--- src/rtl/keypad_pkg.sv ---
// ============================================================================
// keypad_pkg : shared types, key-code field positions and decode helper
// Revision   : 1.0
// ============================================================================
`default_nettype none

package keypad_pkg;

  typedef enum logic [1:0] {
    IDLE  = 2'd0,
    PRESS = 2'd1,
    GAP   = 2'd2
  } kp_state_t;

  localparam int ROW_MSB = 3;
  localparam int ROW_LSB = 2;
  localparam int COL_MSB = 1;
  localparam int COL_LSB = 0;

  localparam logic [3:0] SCAN_START_COL = 4'b0001;

  function automatic logic [3:0] onehot4(input logic [1:0] idx);
    onehot4 = 4'b0001 << idx;
  endfunction

endpackage

`default_nettype wire

--- src/rtl/keypad_fifo.sv ---
// ============================================================================
// keypad_fifo : small synchronous FIFO for queued key codes (wrap-bit pointers)
// Revision    : 1.0
// ============================================================================
`default_nettype none

module keypad_fifo #(
  parameter int DEPTH = 4,
  parameter int WIDTH = 4
) (
  input  logic             clk,
  input  logic             rst_n,
  input  logic             push,
  input  logic [WIDTH-1:0] push_data,
  input  logic             pop,
  input  logic             flush,
  output logic [WIDTH-1:0] pop_data,
  output logic             full,
  output logic             empty
);

  localparam int          AW      = $clog2(DEPTH);
  localparam logic [AW:0] PTR_ONE = {{AW{1'b0}}, 1'b1};

  logic [AW:0]      wr_ptr_q, wr_ptr_d;
  logic [AW:0]      rd_ptr_q, rd_ptr_d;
  logic [WIDTH-1:0] mem_q [DEPTH];
  logic [WIDTH-1:0] mem_d [DEPTH];
  logic             w_do_push;
  logic             w_do_pop;

  // Extra pointer MSB tells a full queue apart from an empty one.
  assign full     = (wr_ptr_q[AW] != rd_ptr_q[AW]) &&
                    (wr_ptr_q[AW-1:0] == rd_ptr_q[AW-1:0]);
  assign empty    = (wr_ptr_q == rd_ptr_q);
  assign pop_data = mem_q[rd_ptr_q[AW-1:0]];

  assign w_do_push = push && !full;
  assign w_do_pop  = pop && !empty;

  always_comb begin
    wr_ptr_d = wr_ptr_q;
    rd_ptr_d = rd_ptr_q;
    mem_d    = mem_q;
    if (flush) begin
      wr_ptr_d = '0;
      rd_ptr_d = '0;
    end else begin
      if (w_do_push) begin
        mem_d[wr_ptr_q[AW-1:0]] = push_data;
        wr_ptr_d                = wr_ptr_q + PTR_ONE;
      end
      if (w_do_pop) begin
        rd_ptr_d = rd_ptr_q + PTR_ONE;
      end
    end
  end

  always_ff @(posedge clk or negedge rst_n) begin
    if (!rst_n) begin
      wr_ptr_q <= '0;
      rd_ptr_q <= '0;
      for (int i = 0; i < DEPTH; i++) begin
        mem_q[i] <= '0;
      end
    end else begin
      wr_ptr_q <= wr_ptr_d;
      rd_ptr_q <= rd_ptr_d;
      mem_q    <= mem_d;
    end
  end

endmodule

`default_nettype wire

--- src/rtl/keypad_emulator.sv ---
// ============================================================================
// keypad_emulator : answers scanner column strobes with row lines so the
//                   scanner sees a queued sequence of timed key presses
// Revision        : 1.0
// ============================================================================
`default_nettype none

module keypad_emulator
  import keypad_pkg::*;
#(
  parameter int FIFO_DEPTH = 4,
  parameter int HOLD_SCANS = 8,
  parameter int GAP_SCANS  = 4
) (
  input  logic       clk,
  input  logic       rst_n,
  input  logic       key_valid,
  input  logic [3:0] key_code,
  output logic       key_ready,
  input  logic       abort,
  input  logic [3:0] col,
  output logic [3:0] fila,
  output logic       busy,
  output logic       pressed
);

  localparam logic [7:0] HOLD_CNT = 8'(HOLD_SCANS);
  localparam logic [7:0] GAP_CNT  = 8'(GAP_SCANS);

  kp_state_t  state_q, state_d;
  logic [3:0] cur_code_q, cur_code_d;
  logic [7:0] scan_cnt_q, scan_cnt_d;
  logic [3:0] prev_col_q, prev_col_d;

  logic       w_pop;
  logic [3:0] w_pop_data;
  logic       w_full;
  logic       w_empty;
  logic       w_scan_start;

  keypad_fifo #(
    .DEPTH (FIFO_DEPTH),
    .WIDTH (4)
  ) u_fifo (
    .clk       (clk),
    .rst_n     (rst_n),
    .push      (key_valid),
    .push_data (key_code),
    .pop       (w_pop),
    .flush     (abort),
    .pop_data  (w_pop_data),
    .full      (w_full),
    .empty     (w_empty)
  );

  // A long C1 strobe counts once: only the transition into C1 starts a scan.
  assign w_scan_start = (col == SCAN_START_COL) && (prev_col_q != SCAN_START_COL);

  always_comb begin
    state_d    = state_q;
    cur_code_d = cur_code_q;
    scan_cnt_d = scan_cnt_q;
    prev_col_d = col;
    w_pop      = 1'b0;

    if (w_scan_start) begin
      scan_cnt_d = scan_cnt_q + 8'd1;
    end

    if (abort) begin
      state_d    = IDLE;
      scan_cnt_d = '0;
    end else begin
      case (state_q)
        IDLE: begin
          if (!w_empty) begin
            w_pop      = 1'b1;
            cur_code_d = w_pop_data;
            scan_cnt_d = '0;
            state_d    = PRESS;
          end
        end
        PRESS: begin
          if (w_scan_start && (scan_cnt_q == HOLD_CNT)) begin
            scan_cnt_d = '0;
            state_d    = GAP;
          end
        end
        GAP: begin
          if (w_scan_start && (scan_cnt_q == GAP_CNT)) begin
            state_d = IDLE;
          end
        end
        default: state_d = IDLE;
      endcase
    end
  end

  always_ff @(posedge clk or negedge rst_n) begin
    if (!rst_n) begin
      state_q    <= IDLE;
      cur_code_q <= '0;
      scan_cnt_q <= '0;
      prev_col_q <= '0;
    end else begin
      state_q    <= state_d;
      cur_code_q <= cur_code_d;
      scan_cnt_q <= scan_cnt_d;
      prev_col_q <= prev_col_d;
    end
  end

  // Exact match with the key's column also rejects idle and multi-hot strobes.
  always_comb begin
    fila = 4'b0000;
    if ((state_q == PRESS) && (col == onehot4(cur_code_q[COL_MSB:COL_LSB]))) begin
      fila = onehot4(cur_code_q[ROW_MSB:ROW_LSB]);
    end
  end

  assign key_ready = !w_full;
  assign busy      = (state_q != IDLE) || !w_empty;
  assign pressed   = (state_q == PRESS);

endmodule

`default_nettype wire

--- config.mk ---
export PLATFORM = sky130hd
export DESIGN_NAME = keypad_emulator
export DESIGN_NICKNAME = d
export VERILOG_FILES = /design/src/rtl/keypad_pkg.sv /design/src/rtl/keypad_fifo.sv /design/src/rtl/keypad_emulator.sv
export SDC_FILE = /design/constraint.sdc
export NUM_CORES = 1
export LEC_CHECK = 0
export ABC_CLOCK_PERIOD_IN_PS = 3850
export BUFFER_PORTS_ARGS = -buffer_cell sky130_fd_sc_hd__buf_4
export CORE_UTILIZATION = 42
export CTS_BUF_LIST = sky130_fd_sc_hd__clkbuf_8 sky130_fd_sc_hd__clkbuf_16
export DETAILED_ROUTE_END_ITERATION = 12
export PLACE_DENSITY = 0.62
export SLEW_MARGIN = 10
export SYNTH_ARGS = -nofsm -noshare
export SYNTH_HDL_FRONTEND = slang
export SYNTH_HIERARCHICAL = 1
export SYNTH_SLANG_ARGS = --single-unit
--- constraint.sdc ---
create_clock -name clk -period 3.85 [get_ports clk]
set_input_delay 0.385 -clock clk [delete_from_list [all_inputs] [get_ports clk]]
set_output_delay 0.385 -clock clk [all_outputs]
set_load 0.02 [all_outputs]
== Word level (Yosys, flattened, before mapping) ==
Cells that the tools add are included.

* Bits in registers: 40
* Input port bits: 12
* Output and inout bits: 7

* $add $sub $neg: 3
* Order comparisons: 3
* Equal/unequal tests: 13
* Shift-type cells: 2
* Mux-type cells: 24
* Bitwise operators: 4
* Reductions and logical operators: 18

{| class="wikitable"
|+ Operators with widths
! operator !! count
|-
| 8-bit 2-to-1 mux || 4
|-
| 16-bit bitwise mux || 1
|-
| 4-bit 2-to-1 mux || 4
|-
| 8-bit one-hot mux with 2 select lines || 1
|-
| 3-bit 2-to-1 mux || 4
|-
| 8-bit by 1-bit adder with 8-bit output, second input constant || 1
|-
| 4-bit binary-select mux with 2-bit select || 1
|-
| 4-bit demux with 2-bit select || 1
|-
| 8-bit by 3-bit equality test with 1-bit output, second input constant || 1
|-
| 8-bit by 4-bit equality test with 1-bit output, second input constant || 1
|-
| 1-bit logical AND || 8
|-
| 2-bit 2-to-1 mux || 4
|-
| 1-bit by 2-bit << shifter with 4-bit output, first input constant || 2
|-
| 3-bit by 1-bit adder with 3-bit output, second input constant || 2
|-
| 3-bit >= comparator, second input constant || 2
|-
| 3-bit inequality test, second input constant || 2
|-
| 2-bit inverter with 3-bit output || 2
|-
| 2-bit one-hot mux with 3 select lines || 1
|-
| 3-bit AND reduction || 2
|-
| 2-bit nonzero test || 3
|-
| 4-bit by 1-bit equality test with 1-bit output, second input constant || 1
|-
| 4-bit equality test || 1
|-
| 4-bit by 1-bit inequality test with 1-bit output, second input constant || 1
|-
| 3-bit equality test || 1
|-
| 12 further kinds || 16
|}

== Depth between registers and ports, before layout ==
Gate-level depths: netlist of the first run.

* Word-level depth: 7
* Mapped depth: 8

== Modules after synthesis ==
Netlist of the first run, hierarchy kept.

{| class="wikitable"
|+ Modules (own cells, without submodules)
! module !! instances !! cells an instance !! area an instance (µm²) !! sequential area each (µm²)
|-
| keypad_fifo || 1 || 106 || 1362.6 || 550.5
|-
| keypad_emulator || 1 || 94 || 970.9 || 450.4
|}

== Worst setup path before layout of the first run ==
No wires, ideal clock.

* Kind: flip-flop to flip-flop
* From: register u_fifo.rd_ptr_q[1]
* To: register u_fifo.rd_ptr_q[0]
* Library setup time: 0.090 ns
* Arrival time: 2.670 ns
* Data required time: 3.760 ns
* Slack: 1.090 ns
* Stages on the path, launching flop included: 9
* Period minus slack after synthesis: 2.760 ns
* Path through: dfrtp_1 > buf_2 > xor2_2 > buf_2 > nor3_1 > nor4_1 > nor3b_1 > o21ai_0 > o2111ai_1

* Cells in the longest elaborated chain, start to end: 6

{| class="wikitable"
|+ Ends and longest elaborated chain
! item !! line !! RTL
|-
| from (decl) || keypad_fifo.sv:26 || <nowiki>logic [AW:0] rd_ptr_q, rd_ptr_d;</nowiki>
|-
| from (signal assigned) || keypad_fifo.sv:68 || <nowiki>rd_ptr_q <= rd_ptr_d;</nowiki>
|-
| 3-bit equality test || keypad_fifo.sv:35 || <nowiki>assign empty = (wr_ptr_q == rd_ptr_q);</nowiki>
|-
| net w_empty || keypad_emulator.sv:38 || <nowiki>logic w_empty;</nowiki>
|-
| 1-bit 2-to-1 mux || keypad_emulator.sv:76 || <nowiki>if (!w_empty) begin</nowiki>
|-
| 1-bit 2-to-1 mux || keypad_emulator.sv:74 || <nowiki>case (state_q)</nowiki>
|-
| 1-bit 2-to-1 mux || keypad_emulator.sv:70 || <nowiki>if (abort) begin</nowiki>
|-
| net w_pop || keypad_emulator.sv:35 || <nowiki>logic w_pop;</nowiki>
|-
| 1-bit logical AND || keypad_fifo.sv:39 || <nowiki>assign w_do_pop = pop && !empty;</nowiki>
|-
| 2-bit nonzero test (no source line) || -- ||
|}

The timed path passes the listed nets, and every way through them passes these cells.
A chain may end at the register's enable or synchronous reset.

== Worst setup path in the final report of the first run ==
* From: register u_fifo.rd_ptr_q[1]
* To: register u_fifo.rd_ptr_q[1]

Same word-level chain as after synthesis.

==> results of run 1 <==
cell families (layout without fill, tap and decap cells):
family,Yosys count,in the layout
AO/OA/AOI/OAI,27,27
XOR/XNOR,12,12
adder cells (fa/ha/maj),7,7
buffers and inverters,16,37
flip-flops,40,40
multiplexers,24,24
AND/OR/NAND/NOR,74,74
worst max-delay path, cell delays in order (launching register included):
cell	delay (ns)
dfrtp_1	0.62
xor2_2	0.66
nor3_1	0.20
nor4_2	0.20
buf_4	0.24
nor2b_1	0.07
a211oi_1	0.25
a31oi_1	0.13
stage by stage:
stage                     cell area (um2)  power [uW]  cells  util (%)  worst slack [ns]
after floorplan                      2330         897    200         -              1.09
final                                2640        1330    291      50.3              1.35
after global placement               2530         997    283      48.3              1.52
after global routing                 2640        1420    291      50.3              1.15
after CTS                            2640        1350    291      50.3              1.39
after detailed placement             2530        1010    283      48.3              1.44
per-layer routing:
metal / global-route usage [%] / up-vias
met5: 0 / -
li1: - / 789
met2: 25.6 / 23
met4: 5.77 / 0
met1: 22.6 / 804
met3: 3.47 / 7
synthesized netlist by cell type, drive strengths merged, types with 4 or more instances:
library cell	n
nor4	7
nor2	14
nand2	9
buf	6
mux4	4
inv	9
nand3	5
nand2b	5
or4	4
a21oi	4
dfrtp	40
nor3	6
nor3b	4
xnor2	9
nand4	4
o21ai	9
ha	7
mux2	20
state kept, by name, summed over array words and instances (netlist names):
| name | cells |
|---|---|
| cur_code_q | 4 |
| prev_col_q | 4 |
| scan_cnt_q | 8 |
| state_q | 2 |
| u_fifo/mem_q | 16 |
| u_fifo/rd_ptr_q | 3 |
| u_fifo/wr_ptr_q | 3 |
area by class of cell:
type | instances | area (um2)
clock inverters | 3 | 38.8
repair buffers | 20 | 150
inverters | 9 | 33.8
multi-input cells | 144 | 1260
well taps | 70 | 87.6
flip-flops and latches | 40 | 1000
fillers | 473 | 2600
clock buffers | 5 | 68.8
worst paths after layout:
path | cells past startpoint | start | end
setup / recovery | 7 | u_fifo/rd_ptr_q[1] | u_fifo/rd_ptr_q[1]
setup reg to reg | 7 | u_fifo/rd_ptr_q[1] | u_fifo/rd_ptr_q[1]
hold reg to reg | 1 | u_fifo/mem_q[8] | u_fifo/mem_q[8]
max in group asynchronous | 1 | rst_n | u_fifo/mem_q[11]
min in group clk | 1 | col[0] | prev_col_q[0]
hold / removal | 1 | rst_n | scan_cnt_q[2]
report_power, final:
part / switching, uW / leakage [uW] / internal, uW
registers: 89.8 / 0.000513 / 527
logic: 179 / 0.000508 / 201
clock network: 145 / 0.0000593 / 190
==> flow_summary.toml, run 1 <==
[outcome]
status = "finished, final reports clean"

[worst_setup_path]
crit_path_end_kind = "register"
r2r_slack_ns = 1.35
crit_fanout = 14
crit_type = "reg2reg"
required_ns = 4.01
start_kind = "register"
arrival_ns = 2.66

[clock_network]
cts_buffers = 5
cts_tree = "done"
cts_hold_buf = 0
htreeDepth = 2
ctsResizeCount = 0
clk_pin_slew_ns = 0.08
clock_latency_ns = 0.29
clock_sinks = 40
cts_buffer_depth = 2
post_cts_buffers = 0
cts-root-buf = "clkbuf_8"

[power_and_ir_drop]
powerDensity_nw_per_um2 = 505
cellLeakagePower_uw = 0.00108
irDropWorstVdd_uv = 352

[global_routing]
grt_pass1_vias = 1506
grt_pass1_wl_um = 7570
overflow = 0
grt_antenna_before_repair = 0
track_usage_pct = 16.4
grt_max_degree = 41

[routing]
ant_nets = 0
route.detailed.drc = 0
top_layer = "met4"
vias = 1623
wirelength_met1_um = 2200
drt_pass1_iterations = 4
routed_wl_um = 4380
via_per_inst = 5.58
route.met2.wl_um = 1990
wl_per_cell_um = 15.0
wl_met3_um = 133
drt_iter0_markers = 60

[finish]
syn_to_final_growth_pct = 13.0
final_common_cell = "dfrtp_1"
drive_gt1_share_pct = 29.4
diodes = 0
fin_nets = 239
final_cell_mix = "40 x dfrtp_1, 20 x buf_4, 16 x mux2_2, 14 x nor2_1, 10 x inv_1"

[logic_synthesis]
syn-num-nets = 219
synth-compound-area-share_pct = 10.6
async_reset_ff_share_pct = 100
synthesis.area_um2 = 2330
muxShareOfSynthArea_pct = 14.2
synth-simple-area-share_pct = 19.4
synth-seq-cells = 40
synth_edf_count = 0
synth_top_family_by_area = "simple AND/OR/NAND/NOR gates"
synth_area_leader_cell = "dfrtp_1"
synth_xor_area_share_pct = 5.63
synthTopCellsByArea = "dfrtp_1 43%, mux2_2 7.7%, mux4_2 3.9%"
synth.distinct_cells = 48
synthCells = 200
synthAdderAreaFrac_pct = 3.75
synthFlopType = "dfrtp_1"
yosys_warnings = 6
synthDominantCellAreaShare_pct = 42.9
yosysSeqAreaShare_pct = 42.9
avgSynthCellArea_um2 = 11.7

[timing]
final.setup.tns_ns = 0
max_freq_mhz = 400
min_period_ns = 2.50
rsz0062_at_grt = "false"
timing.slew.headroom_pct = 43.6
slew_viol_final = 0
min_period_over_period_pct = 65.0
hold_viol = 0
worst_slew_pin_slew_ns = 0.844
setup_viol = 0
whs_ns = 0.0524
fin_skew_ns = 0.00391

[placement]
dp_hpwl_um = 3010
place.gp.congestion = 0.794
io_buffers = 18

[floorplanning]
start_util_pct = 44.6
dieArea_um2 = 5860
die_height_um = 76.5
io_pins = 19
num_rows = 26
fp.dieW_um = 76.5
coreArea_um2 = 5240

[hold_path]
hp-class = "in2async"

[job]
maxCapViolCount = 0
Note: power is estimated with default switching activity, not from simulation.
==> run 2, diff against run 1 <==
--- a/config.mk
+++ b/config.mk
@@ -5,12 +5,12 @@
 export SDC_FILE = /design/constraint.sdc
 export NUM_CORES = 1
 export LEC_CHECK = 0
-export ABC_CLOCK_PERIOD_IN_PS = 3850
+export ABC_CLOCK_PERIOD_IN_PS = 2100
 export BUFFER_PORTS_ARGS = -buffer_cell sky130_fd_sc_hd__buf_4
 export CORE_UTILIZATION = 42
 export CTS_BUF_LIST = sky130_fd_sc_hd__clkbuf_8 sky130_fd_sc_hd__clkbuf_16
 export DETAILED_ROUTE_END_ITERATION = 12
-export PLACE_DENSITY = 0.62
+export PLACE_DENSITY = 0.65
 export SLEW_MARGIN = 10
 export SYNTH_ARGS = -nofsm -noshare
 export SYNTH_HDL_FRONTEND = slang
==> constraint.sdc (replaced) <==
create_clock -name clk -period 2.1 [get_ports clk]
set_input_delay 0.21 -clock clk [delete_from_list [all_inputs] [get_ports clk]]
set_output_delay 0.21 -clock clk [all_outputs]
set_load 0.02 [all_outputs]
==> run 2 against run 1 <==
Register-to-register slack worse by 1.3 ns. Wire length rose by 3.7%. Clock skew grew 0.0017 ns. Total power rose by 95%. Fmax up 23%. Utilization increased by 3.8 points. Worst hold slack worse by 0.0016 ns. Non-clock buffer count grew 20. Largest power group unchanged.
==> flow_summary.toml, run 2 (synthesized netlist as in run 1, its figures left out) <==
[global_routing]
overflow = 0
grt_pass1_vias = 1670
top_usage_layer = "met2"
grt_pass1_wl_um = 7810
use_met2_pct = 26.9
track_usage_pct = 16.8
grt_max_degree = 41
grt_antenna_before_repair = 0
grt_use_met3_pct = 3.95
grtUsageMet1_pct = 22.4

[routing]
routed_wl_um = 4540
wl_per_cell_um = 14.6
ant_nets = 0
via_per_inst = 5.41
vias = 1682
drt_iter0_markers = 53
route.detailed.drc = 0
drt_pass1_iterations = 4

[job]
maxCapViolCount = 0

[timing]
setup_viol = 0
min_period_over_period_pct = 96.9
min_period_ns = 2.03
max_freq_mhz = 492
rsz0062_at_grt = "true"
fin_skew_ns = 0.00561
timing.slew.headroom_pct = 66.9
final.setup.tns_ns = 0
slew_viol_final = 0
worst_slew_pin_slew_ns = 0.492
whs_ns = 0.0507
hold_viol = 0

[finish]
syn_to_final_growth_pct = 21.6
final_common_cell = "dfrtp_1"
drive_gt1_share_pct = 36.1
largest_register = "u_fifo/mem_q"
reg_top3 = "u_fifo/mem_q (16), scan_cnt_q (8)"
finalInstanceArea_um2 = 2840
final_cell_mix = "39 x dfrtp_1, 38 x buf_4, 16 x mux2_2, 14 x nor2_1"
finish.utilization_pct = 54.2
fin_nets = 259
largest_reg_flops = 16
num-fill-cells = 459
diodes = 0

[floorplanning]
die_height_um = 76.5
io_pins = 19
fp.dieW_um = 76.5
coreArea_um2 = 5240
num_rows = 26
start_util_pct = 44.6
dieArea_um2 = 5860

[clock_network]
cts_buffer_depth = 2
clock_sinks = 40
cts_buffers = 5
htreeDepth = 2
cts_tree = "done"
clk_pin_slew_ns = 0.08
cts-root-buf = "clkbuf_8"
clock_latency_ns = 0.29

[power_and_ir_drop]
irDropWorstVdd_uv = 539
clock_power_share_pct = 25.8
powerDensity_nw_per_um2 = 916
intPower_uw = 1800
p_switching_uw = 800
cellLeakagePower_uw = 0.00119
p_comb_share_pct = 31.7
switching_share_pct = 30.8
power_frac_seq_pct = 42.5

[outcome]
status = "finished, final reports clean"

[worst_setup_path]
required_ns = 2.28
arrival_ns = 2.21
crit_type = "reg2reg"
crit_fanout = 8
start_kind = "register"
crit_path_end_kind = "register"

[placement]
dp_hpwl_um = 3130
placed_cell_area_um2 = 2670
place.gp.congestion = 0.743
io_buffers = 18

[hold_path]
hp-class = "in2reg"
-- run 2: worst paths after layout --
kind / depth (start not counted) / end / slack, ns / from
max in group asynchronous: 2 / u_fifo/wr_ptr_q[0] / 1.29 / rst_n
min reg2reg: 1 / u_fifo/mem_q[3] / 0.51 / u_fifo/mem_q[3]
max: 7 / scan_cnt_q[0] / 0.07 / scan_cnt_q[0]
max reg2reg: 7 / scan_cnt_q[0] / 0.07 / scan_cnt_q[0]
min in group asynchronous: 2 / scan_cnt_q[7] / 0.43 / rst_n
min: 1 / prev_col_q[0] / 0.05 / col[0]
-- run 2: critical path, cell delays in order, from the launching register on --
cell and delay [ns]:
dfrtp_1 0.38, inv_1 0.06, ha_1 0.12, or4b_4 0.44
or4_4 0.47, o31ai_4 0.25, buf_6 0.16, nor2_1 0.05
-- run 2: what timing repair did --
action | in CTS | in global routing
hold endpoints to repair | 40 | 0
resized for setup | 0 | 2
setup buffers | 1 | 3
endpoints found under the setup margin | 2 | 14
pin swaps | 1 | 2
hold buffers | 1 | 0
-- run 2: power by group through the flow --
stage | Clock (uW) | Combinational (uW) | Sequential (uW)
after floorplan | 0 | 591 | 1090
after global placement | 0 | 772 | 1120
after global routing | 714 | 897 | 1140
final | 672 | 823 | 1100
after detailed placement | 0 | 788 | 1120
after CTS | 683 | 797 | 1110
-- run 2: layer usage --
metal	part of all wire [%]	vias up
li1	-	828
met1	48	832
met2	49	18
met3	2.5	4
met4	0.68	0
met5	0	-
-- run 2: layout make-up --
type / count / area [um2] / area share (%)
Inverter: 9 / 33.8 / 1.19
Clock buffer: 6 / 82.6 / 2.91
Multi-Input combinational cell: 144 / 1280 / 45.3
Sequential cell: 40 / 1000 / 35.3
Clock inverter: 2 / 38.8 / 1.37
Timing Repair Buffer: 40 / 307 / 10.8
Tap cell: 70 / 87.6 / 3.09
-- run 2: stage by stage --
step	worst slack (ns)	power (uW)	std cells
2_1_floorplan	0.0199	1680	200
3_3_place_gp	0.0275	1890	298
3_5_place_dp	0.0126	1910	298
4_1_cts	0.0326	2590	308
5_1_grt	-0.0123	2750	311
6_report	0.0659	2600	311
